==> config.mk <==
export PLATFORM = sky130hd
export DESIGN_NAME = ifu_bpu_ctrl_flat
export DESIGN_NICKNAME = d
export VERILOG_FILES = /design/src/rtl/ifu_bpu_ctrl_if.sv /design/src/rtl/ifu_bpu_ctrl.sv /design/src/flat_wrapper.sv
export SDC_FILE = /design/constraint.sdc
export NUM_CORES = 1
export LEC_CHECK = 0
export ABC_AREA = 1
export BUFFER_PORTS_ARGS = -buffer_cell sky130_fd_sc_hd__buf_2
export CAP_MARGIN = 20
export CORE_UTILIZATION = 35
export CTS_BUF_LIST = sky130_fd_sc_hd__clkbuf_8
export DETAILED_ROUTE_END_ITERATION = 7
export HOLD_SLACK_MARGIN = 0.02
export PLACE_DENSITY = 0.71
export SYNTH_ARGS = -nofsm -noshare
export SYNTH_HDL_FRONTEND = slang
export SYNTH_SLANG_ARGS = --single-unit
==> constraint.sdc <==
create_clock -name clk -period 4.2 [get_ports clk]
set_input_delay 0.63 -clock clk [delete_from_list [all_inputs] [get_ports clk]]
set_output_delay 0.63 -clock clk [all_outputs]
set_load 0.02 [all_outputs]
==> src/rtl/ifu_bpu_ctrl_if.sv <==
// Bundle between the IFU mini-decoder, the branch-predict controller and the shared regfile read port.
// The controller attaches through the slave modport; the fetch/regfile side uses master.
interface ifu_bpu_ctrl_if #(
    parameter int XLEN        = 32,
    parameter int PC_SIZE     = 32,
    parameter int RFIDX_WIDTH = 5
);
    logic                   ifu_flush;

    logic                   dec_i_valid;
    logic                   dec_i_ready;
    logic [PC_SIZE-1:0]     pc;
    logic                   dec_bjp;
    logic                   dec_jal;
    logic                   dec_jalr;
    logic [RFIDX_WIDTH-1:0] dec_jalr_rs1idx;
    logic [XLEN-1:0]        dec_bjp_imm;

    logic                   oitf_empty;
    logic                   ir_valid_rdwen;
    logic [RFIDX_WIDTH-1:0] ir_rdidx;

    logic [XLEN-1:0]        rf2bpu_x1;
    logic                   bpu2rf_rs1_req;
    logic [RFIDX_WIDTH-1:0] bpu2rf_rs1_idx;
    logic                   rf2bpu_rs1_gnt;
    logic [XLEN-1:0]        rf2bpu_rs1;

    logic                   prdt_valid;
    logic                   prdt_taken;
    logic [PC_SIZE-1:0]     prdt_pc_add_op1;
    logic [PC_SIZE-1:0]     prdt_pc_add_op2;

    modport slave (
        input  ifu_flush,
        input  dec_i_valid, pc, dec_bjp, dec_jal, dec_jalr, dec_jalr_rs1idx, dec_bjp_imm,
        output dec_i_ready,
        input  oitf_empty, ir_valid_rdwen, ir_rdidx,
        input  rf2bpu_x1, rf2bpu_rs1_gnt, rf2bpu_rs1,
        output bpu2rf_rs1_req, bpu2rf_rs1_idx,
        output prdt_valid, prdt_taken, prdt_pc_add_op1, prdt_pc_add_op2
    );

    modport master (
        output ifu_flush,
        output dec_i_valid, pc, dec_bjp, dec_jal, dec_jalr, dec_jalr_rs1idx, dec_bjp_imm,
        input  dec_i_ready,
        output oitf_empty, ir_valid_rdwen, ir_rdidx,
        output rf2bpu_x1, rf2bpu_rs1_gnt, rf2bpu_rs1,
        input  bpu2rf_rs1_req, bpu2rf_rs1_idx,
        input  prdt_valid, prdt_taken, prdt_pc_add_op1, prdt_pc_add_op2
    );
endinterface

==> src/rtl/ifu_bpu_ctrl.sv <==
// Static branch predictor for the IFU: predicts taken/not-taken, builds the next-PC adder
// operands and sequences the JALR rs1 fetch (hazard wait, then shared read-port arbitration).
module ifu_bpu_ctrl #(
    parameter int XLEN        = 32,
    parameter int PC_SIZE     = 32,
    parameter int RFIDX_WIDTH = 5
) (
    input  logic                 clk,
    input  logic                 rst,
    ifu_bpu_ctrl_if.slave        bus,
    output logic [1:0]           dbg_state
);

    typedef enum logic [1:0] {
        IDLE     = 2'd0,
        WAIT_DEP = 2'd1,
        REQ      = 2'd2,
        DONE     = 2'd3
    } state_t;

    state_t          state;
    logic [XLEN-1:0] rs1_buf;

    logic rs1_is_x0;
    logic rs1_is_x1;
    logic jalr_xn;
    logic dep_x1;
    logic dep_xn;
    logic ready_raw;
    logic ready;
    logic fire;
    logic is_cond_branch;

    assign rs1_is_x0 = (bus.dec_jalr_rs1idx == RFIDX_WIDTH'(0));
    assign rs1_is_x1 = (bus.dec_jalr_rs1idx == RFIDX_WIDTH'(1));
    assign jalr_xn   = bus.dec_jalr & ~rs1_is_x0 & ~rs1_is_x1;

    // Any outstanding long-pipe write may target rs1, so it blocks both the x1 tap and the read port.
    assign dep_x1 = ~bus.oitf_empty | (bus.ir_valid_rdwen & (bus.ir_rdidx == RFIDX_WIDTH'(1)));
    assign dep_xn = ~bus.oitf_empty | (bus.ir_valid_rdwen & (bus.ir_rdidx == bus.dec_jalr_rs1idx));

    // Handshake: an instruction is consumed in a cycle where dec_i_valid & dec_i_ready are both high.
    // The decoder must hold dec_i_valid and every dec_* field stable while ready is low; only
    // ifu_flush may abandon a stalled instruction. Ready never depends on dec_i_valid.
    always_comb begin
        ready_raw = 1'b0;
        case (state)
            IDLE: begin
                if (!bus.dec_jalr || rs1_is_x0) begin
                    ready_raw = 1'b1;
                end else if (rs1_is_x1) begin
                    ready_raw = ~dep_x1;
                end else begin
                    ready_raw = 1'b0;
                end
            end
            DONE:    ready_raw = 1'b1;
            default: ready_raw = 1'b0;
        endcase
    end

    assign ready           = ready_raw & ~bus.ifu_flush;
    assign bus.dec_i_ready = ready;

    // Prediction outputs stay quiet while reset is held, even though ready follows IDLE rules.
    assign fire           = bus.dec_i_valid & ready & rst;
    assign bus.prdt_valid = fire;

    assign is_cond_branch = bus.dec_bjp & ~bus.dec_jal & ~bus.dec_jalr;

    assign bus.prdt_taken = fire & (bus.dec_jal | bus.dec_jalr |
                                    (is_cond_branch & bus.dec_bjp_imm[XLEN-1]));

    always_comb begin
        bus.prdt_pc_add_op1 = '0;
        if (fire) begin
            if (bus.dec_jalr) begin
                if (rs1_is_x0) begin
                    bus.prdt_pc_add_op1 = '0;
                end else if (rs1_is_x1) begin
                    bus.prdt_pc_add_op1 = bus.rf2bpu_x1[PC_SIZE-1:0];
                end else begin
                    bus.prdt_pc_add_op1 = rs1_buf[PC_SIZE-1:0];
                end
            end else begin
                bus.prdt_pc_add_op1 = bus.pc;
            end
        end
    end

    assign bus.prdt_pc_add_op2 = fire ? bus.dec_bjp_imm[PC_SIZE-1:0] : '0;

    assign bus.bpu2rf_rs1_req = (state == REQ) & bus.dec_i_valid & ~bus.ifu_flush;
    assign bus.bpu2rf_rs1_idx = bus.dec_jalr_rs1idx;

    always_ff @(posedge clk or negedge rst) begin
        if (!rst) begin
            state   <= IDLE;
            rs1_buf <= '0;
        end else if (bus.ifu_flush || !bus.dec_i_valid) begin
            // rs1_buf deliberately survives an abort; it is rewritten before its next use.
            state <= IDLE;
        end else begin
            case (state)
                IDLE: begin
                    if (jalr_xn) begin
                        state <= dep_xn ? WAIT_DEP : REQ;
                    end
                end
                WAIT_DEP: begin
                    if (!dep_xn) begin
                        state <= REQ;
                    end
                end
                REQ: begin
                    if (bus.rf2bpu_rs1_gnt) begin
                        rs1_buf <= bus.rf2bpu_rs1;
                        state   <= DONE;
                    end
                end
                DONE: begin
                    if (ready) begin
                        state <= IDLE;
                    end
                end
                default: state <= IDLE;
            endcase
        end
    end

    assign dbg_state = state;

endmodule

==> src/flat_wrapper.sv <==
// flat-port wrapper written by rule: the top's interface ports become plain ports
module ifu_bpu_ctrl_flat 
#(
    parameter int XLEN        = 32,
    parameter int PC_SIZE     = 32,
    parameter int RFIDX_WIDTH = 5
)
  (clk, rst, dbg_state, bus_ifu_flush, bus_dec_i_valid, bus_pc, bus_dec_bjp, bus_dec_jal, bus_dec_jalr, bus_dec_jalr_rs1idx, bus_dec_bjp_imm, bus_dec_i_ready, bus_oitf_empty, bus_ir_valid_rdwen, bus_ir_rdidx, bus_rf2bpu_x1, bus_rf2bpu_rs1_gnt, bus_rf2bpu_rs1, bus_bpu2rf_rs1_req, bus_bpu2rf_rs1_idx, bus_prdt_valid, bus_prdt_taken, bus_prdt_pc_add_op1, bus_prdt_pc_add_op2);
  ifu_bpu_ctrl_if #(.XLEN(XLEN), .PC_SIZE(PC_SIZE), .RFIDX_WIDTH(RFIDX_WIDTH)) bus_i ();
  input  logic clk;
  input  logic rst;
  output logic [1:0] dbg_state;
  input wire logic [$bits(bus_i.ifu_flush)-1:0] bus_ifu_flush;
  input wire logic [$bits(bus_i.dec_i_valid)-1:0] bus_dec_i_valid;
  input wire logic [$bits(bus_i.pc)-1:0] bus_pc;
  input wire logic [$bits(bus_i.dec_bjp)-1:0] bus_dec_bjp;
  input wire logic [$bits(bus_i.dec_jal)-1:0] bus_dec_jal;
  input wire logic [$bits(bus_i.dec_jalr)-1:0] bus_dec_jalr;
  input wire logic [$bits(bus_i.dec_jalr_rs1idx)-1:0] bus_dec_jalr_rs1idx;
  input wire logic [$bits(bus_i.dec_bjp_imm)-1:0] bus_dec_bjp_imm;
  output wire logic [$bits(bus_i.dec_i_ready)-1:0] bus_dec_i_ready;
  input wire logic [$bits(bus_i.oitf_empty)-1:0] bus_oitf_empty;
  input wire logic [$bits(bus_i.ir_valid_rdwen)-1:0] bus_ir_valid_rdwen;
  input wire logic [$bits(bus_i.ir_rdidx)-1:0] bus_ir_rdidx;
  input wire logic [$bits(bus_i.rf2bpu_x1)-1:0] bus_rf2bpu_x1;
  input wire logic [$bits(bus_i.rf2bpu_rs1_gnt)-1:0] bus_rf2bpu_rs1_gnt;
  input wire logic [$bits(bus_i.rf2bpu_rs1)-1:0] bus_rf2bpu_rs1;
  output wire logic [$bits(bus_i.bpu2rf_rs1_req)-1:0] bus_bpu2rf_rs1_req;
  output wire logic [$bits(bus_i.bpu2rf_rs1_idx)-1:0] bus_bpu2rf_rs1_idx;
  output wire logic [$bits(bus_i.prdt_valid)-1:0] bus_prdt_valid;
  output wire logic [$bits(bus_i.prdt_taken)-1:0] bus_prdt_taken;
  output wire logic [$bits(bus_i.prdt_pc_add_op1)-1:0] bus_prdt_pc_add_op1;
  output wire logic [$bits(bus_i.prdt_pc_add_op2)-1:0] bus_prdt_pc_add_op2;
  assign bus_i.ifu_flush = bus_ifu_flush;
  assign bus_i.dec_i_valid = bus_dec_i_valid;
  assign bus_i.pc = bus_pc;
  assign bus_i.dec_bjp = bus_dec_bjp;
  assign bus_i.dec_jal = bus_dec_jal;
  assign bus_i.dec_jalr = bus_dec_jalr;
  assign bus_i.dec_jalr_rs1idx = bus_dec_jalr_rs1idx;
  assign bus_i.dec_bjp_imm = bus_dec_bjp_imm;
  assign bus_dec_i_ready = bus_i.dec_i_ready;
  assign bus_i.oitf_empty = bus_oitf_empty;
  assign bus_i.ir_valid_rdwen = bus_ir_valid_rdwen;
  assign bus_i.ir_rdidx = bus_ir_rdidx;
  assign bus_i.rf2bpu_x1 = bus_rf2bpu_x1;
  assign bus_i.rf2bpu_rs1_gnt = bus_rf2bpu_rs1_gnt;
  assign bus_i.rf2bpu_rs1 = bus_rf2bpu_rs1;
  assign bus_bpu2rf_rs1_req = bus_i.bpu2rf_rs1_req;
  assign bus_bpu2rf_rs1_idx = bus_i.bpu2rf_rs1_idx;
  assign bus_prdt_valid = bus_i.prdt_valid;
  assign bus_prdt_taken = bus_i.prdt_taken;
  assign bus_prdt_pc_add_op1 = bus_i.prdt_pc_add_op1;
  assign bus_prdt_pc_add_op2 = bus_i.prdt_pc_add_op2;
  ifu_bpu_ctrl #(.XLEN(XLEN), .PC_SIZE(PC_SIZE), .RFIDX_WIDTH(RFIDX_WIDTH)) u_core (.clk(clk), .rst(rst), .bus(bus_i), .dbg_state(dbg_state));
endmodule
==> out/qor.txt <==
slew of the pin with the lowest slew margin: 0.713 ns
first-pass GRT wire length: 14200 µm
Layout Skew: 0.00459 ns
Slew headroom: 0.523
critical path data arrival time: 2.72 ns
Clock Root Buffer: clkbuf_8
Post-Route WL: 9360 µm
num ports: 223
pin count of the biggest net entering global routing: 43
post-cts repair resize count: 0
maximum vdd drop: 0.000163 V
complex-gate fraction of the synthesized area: 0.0910
Synth Area in Adders: 0.0169
Synth Warn #: 0
port bufs: 222
cts bufs inserted: 5
nets@finish: 798
vias per cell: 4.55
Pwr Total: 1.08 mW
Total GRT Usage: 0.207
largest family of logic cells by synthesized area: simple AND/OR/NAND/NOR gates
class of the most critical setup path: in -> out
Die X: 94.1 µm
Final Hold Fails: 0
clk_lat worst skew: 0.28 ns
DR iter-0 viols: 102
Post-Synth XOR/XNOR Area: 0
Post-CTS Setup Bufs: 0
#FFs+latches synth: 34
Final Setup Violations: 0
die height: 94.1 µm
core area: 8220 µm²
routed wire length per instance: 12.4 µm
antenna-violating nets left: 0
Critical Path RT: 3.57 ns
Clock Path Buffers: 2
CTS sink cnt: 34
syn avg cell area: 6.79 µm²
CTS Hold Bufs: 0
Slew Limit Fails: 0
P_leak: 2.62 nW
Netlist cell types: 22
CTS tree: yes
Synth Cell Area: 2970 µm²
length of the first detailed-routing pass in iterations: 6
Setup TNS: 0 ns
initial core utilization: 0.361
mux cell area share after synthesis: 0.121
Die ar.: 8860 µm²
DR vias: 3424
Max Freq: 299 MHz
gp weighted congestion: 0.828
Post-Synth Simple-Gate Area: 0.317
hpwl dp: 7540 µm
H-tree levels: 2
crit start category: primary input
share of cells above drive strength 1: 0.485
final period utilization: 0.797
crit-path max FO: 42
maxcap violations: 0
vias in the first global route: 3216
DRC viols: 0
Pwr Density: 257 nW/µm²
CP endpoint kind: output pin
grt total ovfl: 0
outcome: finished clean
R2R depth: 7
RSZ-0062 raised after global routing: no
syn_nets: 589
hold crit path type: in -> async
initial antenna violation count: 2
fill cell count: 866
register area share after synthesis: 0.287
Area growth, synth to finish: 41.6%
clock slew at reported path FFs: 0.07 ns
Rows: 33
Tmin final: 3.35 ns
Mapped Cells: 437
-- per-layer routing --
metal / part of all wire / vias to the layer above / track usage
met4: 0.014 / 0 / 0.0538
li1: - / 1733 / -
met3: 0.079 / 11 / 0.0453
met5: 0 / - / 0
met2: 0.53 / 136 / 0.412
met1: 0.38 / 1544 / 0.213
-- flip-flops by register name (all words and copies together), names as in the netlist --
signal            flops
u_core.dbg_state      2
u_core.rs1_buf       32
-- power breakdown --
group	switching [mW]	internal, mW
Sequential	0.0476	0.421
Clock	0.116	0.111
Combinational	0.192	0.195
Total	0.356	0.726
-- kinds of logic (layout without fill, tap and decap cells) --
family / count (synthesis) / count (layout)
and+or+nand+nor: 216 / 216
buffers and inverters: 114 / 323
AOI/OAI and AO/OA: 37 / 37
DFF: 34 / 34
muxes: 32 / 32
adders and majority gates: 4 / 4
other: 0 / 2
-- layout make-up --
| type | instances | area (µm²) | area share |
|---|---|---|---|
| antenna | 2 | 5.00 | 0.00119 |
| tap | 105 | 131 | 0.0313 |
| timing repair buffer | 229 | 1180 | 0.280 |
| inverter | 87 | 327 | 0.0777 |
| sequential | 34 | 851 | 0.202 |
| clock inverter | 2 | 10.0 | 0.00238 |
| multi-input combinational | 289 | 1630 | 0.389 |
| clock buffer | 5 | 68.8 | 0.0164 |
-- final timing paths --
kind / start / slack [ns] / end
max: bus_dec_jalr_rs1idx[3] / 0.85 / bus_prdt_pc_add_op2[9]
min: rst / 0.41 / u_core.rs1_buf[18]
max reg2reg: u_core.dbg_state[0] / 1.96 / u_core.rs1_buf[20]
min reg2reg: u_core.rs1_buf[27] / 0.49 / u_core.rs1_buf[27]
max in group asynchronous: rst / 3.47 / u_core.rs1_buf[19]
min in group clk: u_core.rs1_buf[27] / 0.49 / u_core.rs1_buf[27]
-- placed cells by master (no fill, tap or decap) --
master,instances
o21ai_2,1
nor2_4,1
nand2_1,64
mux2_1,3
o22ai_1,1
buf_12,1
nand3_4,1
nor2_1,100
o31ai_1,32
buf_4,6
ha_1,4
or2_2,1
nand3_2,1
a21oi_1,3
dfrtp_1,34
inv_2,2
nand3_1,6
mux2_2,29
clkinv_2,2
nor2_2,41
buf_2,222
diode_2,2
nand4_1,1
clkbuf_8,5
inv_1,85
-- synth_stat cells --
cell type    n  share of area
buf_4        9          0.023
buf_6        4          0.015
nor2_4       1         0.0038
clkbuf_1    10          0.013
buf_2        4         0.0067
o22ai_1      1         0.0021
o31ai_1     32          0.081
nand2_1     64          0.081
inv_1       85           0.11
or2_2        1         0.0021
ha_1         4          0.017
o21ai_2      1         0.0030
nand3_1      7          0.012
mux2_1       3          0.011
nor2_1     100           0.13
nor2_2      41          0.086
dfrtp_1     34           0.29
nand3_2      1         0.0034
a21oi_1      3         0.0051
mux2_2      29           0.11
inv_2        2         0.0025
nand4_1      1         0.0021
-- worst max-delay path: stages --
cell and delay, ns:
buf_2 0.13, nor2_2 0.15, nand3_2 0.34, nand3_1 0.23, nand2_1 0.08, o21ai_2 0.22, nand3_4 0.30, buf_12 0.31
nor2_2 0.14, buf_2 0.18
-- per-stage QoR --
stage	hold slack [ns]	util	setup slack [ns]	instance area, µm²	instances
5_1_grt	0.460	0.511	0.566	4200	752
3_5_place_dp	0.487	0.501	0.805	4120	744
6_report	0.415	0.511	0.854	4200	753
2_1_floorplan	0.334	-	1.77	2970	437
4_1_cts	0.430	0.511	0.803	4200	751
3_3_place_gp	0.477	0.501	0.852	4120	744
(Power assumes the default switching activity.)
